===== src/rtl/serial_pkg.sv =====
// serial_pkg: shared types and sizing helpers for the serial two's-complement path
package serial_pkg;
    typedef enum logic [1:0] {IDLE, SHIFT, HOLD} state_t;
    localparam int DEF_WIDTH = 8;
    function automatic int count_width(input int w);
        return $clog2(w + 1);
    endfunction
endpackage


===== src/rtl/serial_twos_decoder_if.sv =====
// serial_twos_decoder_if: serial bit input and parallel word output handshakes
interface serial_twos_decoder_if #(parameter int WIDTH = serial_pkg::DEF_WIDTH);
    logic             bit_in;
    logic             bit_valid;
    logic             frame_start;
    logic             negate;
    logic             in_ready;
    logic [WIDTH-1:0] word_out;
    logic             word_valid;
    logic             word_ready;
    logic             ovf;
    logic             frame_err;
    modport master (
        output bit_in, bit_valid, frame_start, negate, word_ready,
        input  in_ready, word_out, word_valid, ovf, frame_err
    );
    modport slave (
        input  bit_in, bit_valid, frame_start, negate, word_ready,
        output in_ready, word_out, word_valid, ovf, frame_err
    );
endinterface


===== src/rtl/serial_negate_cell.sv =====
// serial_negate_cell: on-the-fly two's-complement negation of an LSB-first bit stream
module serial_negate_cell (
    input  logic clk,
    input  logic n_reset,
    input  logic clear,
    input  logic advance,
    input  logic negate,
    input  logic bit_in,
    output logic d
);
    logic seen_one;
    // clear applies to the bit being decoded, so a frame's LSB always passes straight through
    assign d = negate & seen_one & ~clear ? ~bit_in : bit_in;
    always_ff @(posedge clk) begin
        if (n_reset)
            seen_one <= 1'b0;
        else if (advance)
            seen_one <= (seen_one & ~clear) | bit_in;
        else if (clear)
            seen_one <= 1'b0;
    end
endmodule


===== src/rtl/serial_twos_decoder.sv =====
// serial_twos_decoder: LSB-first serial stream to parallel word with optional re-negation
module serial_twos_decoder #(
    parameter int WIDTH = serial_pkg::DEF_WIDTH
) (
    input logic clk,
    input logic n_reset,
    serial_twos_decoder_if.slave bus
);
    import serial_pkg::*;
    localparam int CW = count_width(WIDTH);
    localparam logic [WIDTH-1:0] MIN_VAL = {1'b1, {(WIDTH-1){1'b0}}};
    state_t state, state_n;
    logic [CW-1:0] count, count_n;
    logic [WIDTH-1:0] sreg, sreg_n;
    logic negate_l, negate_n, ovf_r, ovf_n, ferr, ferr_n;
    logic accept, clear, advance, d;
    assign bus.in_ready = state != HOLD;
    assign accept = bus.bit_valid & bus.in_ready;
    serial_negate_cell u_cell (
        .clk(clk),
        .n_reset(n_reset),
        .clear(clear),
        .advance(advance),
        .negate(negate_l),
        .bit_in(bus.bit_in),
        .d(d)
    );
    always_comb begin
        state_n = state;
        count_n = count;
        sreg_n = sreg;
        negate_n = negate_l;
        ferr_n = 1'b0;
        clear = 1'b0;
        advance = 1'b0;
        if (accept) begin
            if (bus.frame_start) begin
                ferr_n = state == SHIFT;
                clear = 1'b1;
                advance = 1'b1;
                negate_n = bus.negate;
                count_n = CW'(1);
                sreg_n = {d, sreg[WIDTH-1:1]};
                state_n = SHIFT;
            end else if (state == SHIFT) begin
                advance = 1'b1;
                count_n = count + CW'(1);
                sreg_n = {d, sreg[WIDTH-1:1]};
                state_n = count == CW'(WIDTH - 1) ? HOLD : SHIFT;
            end else begin
                ferr_n = 1'b1;
            end
        end else if (state == HOLD && bus.word_ready) begin
            state_n = IDLE;
        end
        ovf_n = state_n == HOLD && negate_l && sreg_n == MIN_VAL;
    end
    always_ff @(posedge clk) begin
        if (n_reset) begin
            state <= IDLE;
            count <= '0;
            sreg <= '0;
            negate_l <= 1'b0;
            ovf_r <= 1'b0;
            ferr <= 1'b0;
        end else begin
            state <= state_n;
            count <= count_n;
            sreg <= sreg_n;
            negate_l <= negate_n;
            ovf_r <= ovf_n;
            ferr <= ferr_n;
        end
    end
    assign bus.word_out = sreg;
    assign bus.word_valid = state == HOLD;
    assign bus.ovf = ovf_r;
    assign bus.frame_err = ferr;
endmodule


===== src/flat_wrapper.sv =====
// flat-port wrapper written by rule: the top's interface ports become plain ports
module serial_twos_decoder_flat import serial_pkg::*;
#(
    parameter int WIDTH = serial_pkg::DEF_WIDTH
)
  (clk, n_reset, bus_bit_in, bus_bit_valid, bus_frame_start, bus_negate, bus_word_ready, bus_in_ready, bus_word_out, bus_word_valid, bus_ovf, bus_frame_err);
  serial_twos_decoder_if #(.WIDTH(WIDTH)) bus_i ();
  input logic clk;
  input logic n_reset;
  input wire logic [$bits(bus_i.bit_in)-1:0] bus_bit_in;
  input wire logic [$bits(bus_i.bit_valid)-1:0] bus_bit_valid;
  input wire logic [$bits(bus_i.frame_start)-1:0] bus_frame_start;
  input wire logic [$bits(bus_i.negate)-1:0] bus_negate;
  input wire logic [$bits(bus_i.word_ready)-1:0] bus_word_ready;
  output wire logic [$bits(bus_i.in_ready)-1:0] bus_in_ready;
  output wire logic [$bits(bus_i.word_out)-1:0] bus_word_out;
  output wire logic [$bits(bus_i.word_valid)-1:0] bus_word_valid;
  output wire logic [$bits(bus_i.ovf)-1:0] bus_ovf;
  output wire logic [$bits(bus_i.frame_err)-1:0] bus_frame_err;
  assign bus_i.bit_in = bus_bit_in;
  assign bus_i.bit_valid = bus_bit_valid;
  assign bus_i.frame_start = bus_frame_start;
  assign bus_i.negate = bus_negate;
  assign bus_i.word_ready = bus_word_ready;
  assign bus_in_ready = bus_i.in_ready;
  assign bus_word_out = bus_i.word_out;
  assign bus_word_valid = bus_i.word_valid;
  assign bus_ovf = bus_i.ovf;
  assign bus_frame_err = bus_i.frame_err;
  serial_twos_decoder #(.WIDTH(WIDTH)) u_core (.clk(clk), .n_reset(n_reset), .bus(bus_i));
endmodule

===== config.mk =====
export PLATFORM = sky130hd
export DESIGN_NAME = serial_twos_decoder_flat
export DESIGN_NICKNAME = d
export VERILOG_FILES = /design/src/rtl/serial_pkg.sv /design/src/rtl/serial_twos_decoder_if.sv /design/src/rtl/serial_negate_cell.sv /design/src/rtl/serial_twos_decoder.sv /design/src/flat_wrapper.sv
export SDC_FILE = /design/constraint.sdc
export NUM_CORES = 1
export LEC_CHECK = 0
export ABC_AREA = 1
export BUFFER_PORTS_ARGS = -buffer_cell sky130_fd_sc_hd__buf_2
export CORE_MARGIN = 2
export CORE_UTILIZATION = 45
export DETAILED_ROUTE_END_ITERATION = 10
export GPL_TIMING_DRIVEN = 0
export PLACE_DENSITY = 0.68
export SYNTH_ARGS = -nofsm -noshare
export SYNTH_HDL_FRONTEND = slang
export SYNTH_SLANG_ARGS = --single-unit
export TNS_END_PERCENT = 5

===== constraint.sdc =====
create_clock -name clk -period 1.7 [get_ports clk]
set_input_delay 0.34 -clock clk [delete_from_list [all_inputs] [get_ports clk]]
set_output_delay 0.34 -clock clk [all_outputs]
set_load 0.05 [all_outputs]

Word level (Yosys, flattened, before mapping) --
Index checks and enable logic that the tools add are counted.
Storage, ports and cells: input port bits 7, register bits 18
Operators by class: multiplexer cells 20, bitwise logic cells 8, $add $sub $neg 1, equal/unequal tests 6, reduce and logical (&&, ||, !) cells 8
Operators with widths (number):
- two-way mux 8 bit | 3
- two-way mux 1 bit | 10
- two-way mux 2 bit | 5
- == test 8 bit (second input constant) | 1
- two-way mux 4 bit | 2
- adder 4 x 1 -> 4 bit (second input constant) | 1
- AND 1 bit | 4
- == test 2 bit (second input constant) | 2
- == test 4 x 3 -> 1 bit (second input constant) | 1
- AND reduction 2 bit | 2
- nonzero test 2 bit | 2
- logical AND 1 bit | 3
- NOT 1 bit | 3
- == test 2 x 1 -> 1 bit (second input constant) | 1
- != test 2 bit (second input constant) | 1
- OR reduction 2 bit | 1
- OR 1 bit | 1

Logic depth before layout (Yosys ltp) --
Gate-level depths: netlist (run 1).
word-level depth 11, mapped depth 10, depth with buffers taken out 10

By module --
From an unflattened synthesis (run 1), not the netlist that was laid out.
Second synthesis, totals: cells, all modules 126, area total of the unflattened synthesis 888.4 um^2
Modules (own cells, without submodules):
- serial_twos_decoder | cells each 114, area an instance 824.5 um^2, times used 1
- serial_negate_cell | cells each 12, area an instance 63.8 um^2, times used 1

Worst setup path after synthesis (run 1) --
Ideal clock, no wire load.
path type reg2out, start point register u_core.state[1], end point output bus_word_valid, stages on the path, launching flop included 3, data arrival time 1.105 ns, slack 0.255 ns, cells stage by stage dfxtp_1 -> nand2_2 -> inv_1
On the way: cells in the longest elaborated chain, start to end 1
RTL lines:
- from (decl) | line serial_twos_decoder.sv:12 | state_t state, state_n;
- from (signal assigned) | line serial_twos_decoder.sv:67 | state <= state_n;
- == test 2 bit | line serial_twos_decoder.sv:76 | assign bus.word_valid = state == HOLD;
- to (decl) | line flat_wrapper.sv:17 | output wire logic [$bits(bus_i.word_valid)-1:0] bus_word_valid;
No other way between the ends.

Final worst setup path (run 1) --
Ends and elaborated chain as after synthesis.

==> results of run 1 <==
## through the flow
| step | hold WS [ns] | utilization | setup WS (ns) |
|---|---|---|---|
| global placement | 0.474 | 0.557 | 0.227 |
| CTS | 0.248 | 0.578 | 0.126 |
| floorplan | 0.409 | - | 0.255 |
| finish | 0.260 | 0.578 | 0.127 |
| global route | 0.234 | 0.578 | 0.0393 |
| detailed placement | 0.480 | 0.557 | 0.217 |
## cell usage after synthesis, types with 2 or more instances
| library cell | instances |
|---|---|
| ha_1 | 2 |
| nor2_1 | 20 |
| a21oi_1 | 4 |
| dfxtp_1 | 18 |
| nand3_1 | 10 |
| nor3_1 | 3 |
| nand2_4 | 2 |
| inv_1 | 17 |
| o21ai_1 | 2 |
| inv_2 | 3 |
| o21ai_0 | 6 |
| nand2_2 | 3 |
| nand2_1 | 25 |
## state kept, by name (all words and copies together) (netlist names)
signal                  flops
u_core.bus.frame_err        1
u_core.bus.ovf              1
u_core.bus.word_out         8
u_core.count                4
u_core.negate_l             1
u_core.state                2
u_core.u_cell.seen_one      1
## kinds of logic (layout without fill, tap and decap cells)
group           count (synthesis)  in the layout  share of synthesized area
xor+xnor                        1              1                     0.0100
compound gates                 14             14                     0.0947
simple gates                   68             68                      0.363
buf+inv                        21             43                     0.0904
fa+ha+maj                       2              2                     0.0287
flops                          18             18                      0.413
## power by group
part	switching (mW)	internal, mW
combinational	0.179	0.0677
clock	0.127	0.130
sequential	0.0178	0.448
total	0.324	0.646
## routing by layer
layer | share of wire | vias up | global-route usage
met5 | 0 | - | 0
met4 | 0.0071 | 0 | 0.0486
met3 | 0.061 | 2 | 0.0679
met2 | 0.42 | 18 | 0.251
met1 | 0.51 | 330 | 0.239
li1 | - | 432 | -
## area by class of cell
type	count	area (um^2)	area share
Multi-Input combinational cell	85	433	0.420
Sequential cell	18	360	0.350
Timing Repair Buffer	18	90.1	0.0875
Inverter	20	75.1	0.0729
Clock buffer	4	36.3	0.0352
Tap cell	25	31.3	0.0304
Buffer	1	3.75	0.00365
## critical path, cell delays in order (launching register included)
cell and delay (ns):
dfxtp_1 0.49, nand2_2 0.14, inv_1 0.06, buf_2 0.25
## worst max path at each step
stage | startpoint | end | slack (ns)
2_1_floorplan | u_core.state[1] | bus_word_valid | 0.25
6_report | u_core.state[1] | bus_word_valid | 0.13
5_1_grt | u_core.state[1] | bus_word_valid | 0.04
4_1_cts | u_core.state[1] | bus_word_valid | 0.13
3_5_place_dp | bus_frame_start | u_core.count[3] | 0.22
3_3_place_gp | bus_frame_start | u_core.count[3] | 0.23
==> flow_summary_export.csv, run 1 <==
group,metric,value,unit
timing,slew_headroom,0.701,
routing,routed_via_density,4.57,
clocking,clockBufferDepth,2,
synthesis,postSynthCellCount,124,
synthesis,synth_area_leaders,"dfxtp_1, nand2_1, nor2_1, inv_1, nand3_1",
timing,hold_viol_final,0,
critical_path,cp.required,1.36,ns
synthesis,yosysTopAreaCell,"dfxtp_1",
global_route,antenna_found_initial,0,
routing,via_count,782,
synthesis,synth_edf_count,0,
floorplanning,core-area,1780,um^2
timing,finalClockSkew,0.00378,ns
critical_path,cp.arrival,1.23,ns
floorplanning,die-area,2310,um^2
placed_design,dp_cells,167,
critical_path,crit_path_max_fanout,6,
layout,fin_nets,156,
synthesis,yosysWarnings,0,
clocking,cts_buffers,3,
clocking,root_buffer,"clkbuf_4",
synthesis,synth-seq-cells,18,
timing,fin_setup_tns,0,ns
layout,mostFrequentLayoutCells,"nand2_1, nor2_1, buf_2, dfxtp_1, inv_1",
global_route,track_usage,0.173,
clocking,cts_setup_buffers,0,
routing,wl_per_cell,9.92,um
flow_run,drv_cap,0,
routing,drc,0,
placed_design,place_area,993,um^2
floorplanning,row_count,15,
power_and_ir_drop,p_per_area,943,nW/um^2
clocking,clock_sinks,18,
clocking,clk_pin_slew,0.10,ns
timing,max_freq,0.636,GHz
timing,drv_slew,0,
layout,drive_above_1_share,0.233,
min_path,holdCritStartpoint,"n_reset",
min_path,hold_end,"u_core.u_cell.seen_one",
synthesis,synth_ff_type,"dfxtp_1",
synthesis,ys_seq_area_frac,0.413,
synthesis,syn_nets,133,
clocking,cts_resized,0,
placed_design,post-dp-hpwl,1.30,mm
outcome,status,"completed",
critical_path,rr_worst_depth,7,
timing,setup_viol,0,
timing,rsz0062_at_grt,"false",
critical_path,crit_path_end_kind,"primary output",
layout,finish.instance_area,1030,um^2
clocking,cts-hold-fix-buffers,0,
floorplanning,io_pins,19,
power_and_ir_drop,total_power,971,uW
power_and_ir_drop,leakage,0.518,nW
synthesis,synthArstFlopShare,0,
placed_design,place_congestion,0.784,
layout,area_growth,18.1,%
floorplanning,chipHeight,48.0,um
floorplanning,start_util,0.489,
critical_path,r2r_setup_slack,0.29,ns
clocking,cts_tree,"yes",
synthesis,syn_area,872,um^2
synthesis,yosysTopAreaCellShare,0.413,
routing,ant_nets,0,
layout,fillCellCount,188,
timing,tightestPinTransition,0.448,ns
critical_path,reg2reg_to,"u_core.count[3]",
min_path,whs_path_depth,2,
global_route,grt_pass1_wl,2.73,mm
timing,post-route-min-period,1.57,ns
routing,drtPass1Iterations,4,
synthesis,syn_area_per_cell,7.03,um^2
critical_path,r2r_start,"u_core.state[1]",
synthesis,ys_types,22,
layout,layout_commonest_cell,"nand2_1",
layout,final_cells,171,
routing,drtIter0Drc,14,
timing,min_period_over_period,0.925,
clocking,clk-insertion-delay-late,0.29,ns
min_path,hold_path.class,"primary input to register",
critical_path,startpoint_type,"register",
global_route,grt_pass1_vias,664,
critical_path,worstSetupPathType,"register to primary output",
clocking,htreeDepth,1,
power_and_ir_drop,ir_worst_vdd,617,uV
global_route,overflow,0,
global_route,grt_start_max_net_pins,11,
routing,drt_wl_total,1.70,mm
floorplanning,die_width,48.0,um
layout,n_antenna_cell,0,
placed_design,numPortBuffers,18,
Power figures use the tool's default switching activity.
==> run 2, diff against run 1 <==
--- a/config.mk
+++ b/config.mk
@@ -11,7 +11,7 @@
 export CORE_UTILIZATION = 45
 export DETAILED_ROUTE_END_ITERATION = 10
 export GPL_TIMING_DRIVEN = 0
-export PLACE_DENSITY = 0.68
+export PLACE_DENSITY = 0.79
 export SYNTH_ARGS = -nofsm -noshare
 export SYNTH_HDL_FRONTEND = slang
 export SYNTH_SLANG_ARGS = --single-unit
==> run 2 against run 1 <==
Flip-flop and latch count stayed put. Clock skew is 0.0025 ns higher. Global-route usage is 0.23 points higher. Register-to-register slack worse by 0.03 ns. Combinational power is 2% higher. Sequential share of layout area stayed put. Maximum frequency is 1.4% lower. Core utilization stayed put. Non-clock buffer count stayed put. Wire length is 8.1% higher. Cell area stayed put. First-iteration DRC count is 7.1% lower. Largest cell class unchanged. Highest routed layer unchanged.
==> flow_summary_export.csv, run 2 (synthesized netlist as in run 1, its figures left out) <==
group,metric,value,unit
power_and_ir_drop,p_per_area,956,nW/um^2
placed_design,dp_cells,167,
routing,drtPass1Iterations,4,
timing,post-route-min-period,1.60,ns
placed_design,numPortBuffers,18,
clocking,clock_sinks,18,
floorplanning,chipHeight,48.0,um
routing,routed_via_density,4.80,
critical_path,startpoint_type,"register",
timing,min_period_over_period,0.938,
clocking,root_buffer,"clkbuf_4",
layout,area_growth,18.1,%
global_route,track_usage,0.175,
floorplanning,row_count,15,
global_route,overflow,0,
global_route,grt_pass1_wl,2.75,mm
clocking,cts-hold-fix-buffers,0,
power_and_ir_drop,p_sw,337,uW
timing,fin_setup_tns,0,ns
layout,drive_above_1_share,0.233,
clocking,cts_resized,0,
critical_path,cp.arrival,1.26,ns
critical_path,path_cells,"nand2_2 > inv_1 > buf_2",
floorplanning,io_pins,19,
clocking,cts_tree,"yes",
clocking,cts_buffers,3,
layout,largest_register_ffs,8,
flow_run,drv_cap,0,
critical_path,cp.required,1.36,ns
power_and_ir_drop,total_power,984,uW
global_route,antenna_found_initial,0,
timing,setup_viol,0,
routing,via_count,821,
timing,drv_slew,0,
floorplanning,core-area,1780,um^2
layout,fin_nets,156,
power_and_ir_drop,ir_worst_vdd,621,uV
layout,fin_util,0.578,
clocking,clk_pin_slew,0.11,ns
power_and_ir_drop,leakage,0.518,nW
timing,finalClockSkew,0.00624,ns
timing,slew_headroom,0.724,
power_and_ir_drop,pwr-share-comb,0.255,
global_route,grt_pass1_vias,715,
timing,rsz0062_at_grt,"false",
floorplanning,die_width,48.0,um
layout,mostFrequentLayoutCells,"nand2_1, nor2_1, buf_2, dfxtp_1, inv_1",
floorplanning,start_util,0.489,
routing,wl_per_cell,10.7,um
critical_path,crit_slowest_cell,"dfxtp_1",
routing,drc,0,
power_and_ir_drop,intPower,647,uW
routing,ant_nets,0,
outcome,status,"completed",
timing,whs,0.238,ns
clocking,clockBufferDepth,2,
layout,final_cells,171,
power_and_ir_drop,clkPwrFrac,0.272,
timing,hold_viol_final,0,
clocking,clk-insertion-delay-late,0.30,ns
min_path,hold_path.class,"primary input to register",
timing,tightestPinTransition,0.414,ns
global_route,grt_start_max_net_pins,11,
critical_path,crit_path_max_fanout,6,
layout,n_antenna_cell,0,
layout,layout_commonest_cell,"nand2_1",
critical_path,cpPeakStageDelay,0.49,ns
power_and_ir_drop,seq_power_share,0.474,
clocking,htreeDepth,1,
floorplanning,die-area,2310,um^2
power_and_ir_drop,swShare,0.343,
routing,drtIter0Drc,13,
critical_path,crit_path_end_kind,"primary output",
critical_path,worstSetupPathType,"register to primary output",
routing,drt_wl_total,1.83,mm
placed_design,post-dp-hpwl,1.43,mm
clocking,cts_setup_buffers,0,
placed_design,place_congestion,0.836,
timing,max_freq,0.627,GHz
run 2: cell counts in the layout (fill, tap and decap cells not counted):
Identical to the previous run, type by type.
run 2: final timing paths:
kind	start	end	slack, ns	cells past startpoint
hold / removal	n_reset	u_core.u_cell.seen_one	0.24	2
hold reg to reg	u_core.u_cell.seen_one	u_core.u_cell.seen_one	0.49	2
setup / recovery	u_core.state[1]	bus_word_valid	0.10	3
setup reg to reg	u_core.state[1]	u_core.count[3]	0.26	7
run 2: worst max-delay path, delay by kind of cell, from the launching register on:
kind | cells | cell delay [ns]
buffers and inverters | 2 | 0.32
flip-flops | 1 | 0.49
AND/OR/NAND/NOR | 1 | 0.15
run 2: per-stage QoR:
| stage | cell area [um^2] | setup WS, ns |
|---|---|---|
| finish | 1030 | 0.105 |
| global route | 1030 | 0.0141 |
| CTS | 1030 | 0.0953 |
| detailed placement | 993 | 0.187 |
| global placement | 993 | 0.216 |
| floorplan | 872 | 0.255 |
run 2: cell type report:
cell class / instances / area (um^2)
fill: 178 / 753
multi-input combinational: 85 / 433
sequential: 18 / 360
timing repair buffer: 18 / 90.1
inverter: 20 / 75.1
clock buffer: 4 / 36.3
tap: 25 / 31.3
buffer: 1 / 3.75
run 2: routing by layer:
metal | GRT usage | wire length (um) | share of wire
met1 | 0.220 | 850 | 0.46
met2 | 0.288 | 851 | 0.46
met3 | 0.0226 | 89 | 0.049
met4 | 0.0973 | 40 | 0.022
met5 | 0 | 0 | 0
run 2: power by group through the flow:
stage	logic (mW)	registers, mW	clock network, mW
after detailed placement	0.250	0.476	0
after CTS	0.252	0.467	0.269
after global placement	0.243	0.475	0
after global routing	0.273	0.470	0.291
after floorplan	0.136	0.533	0
final	0.251	0.466	0.267
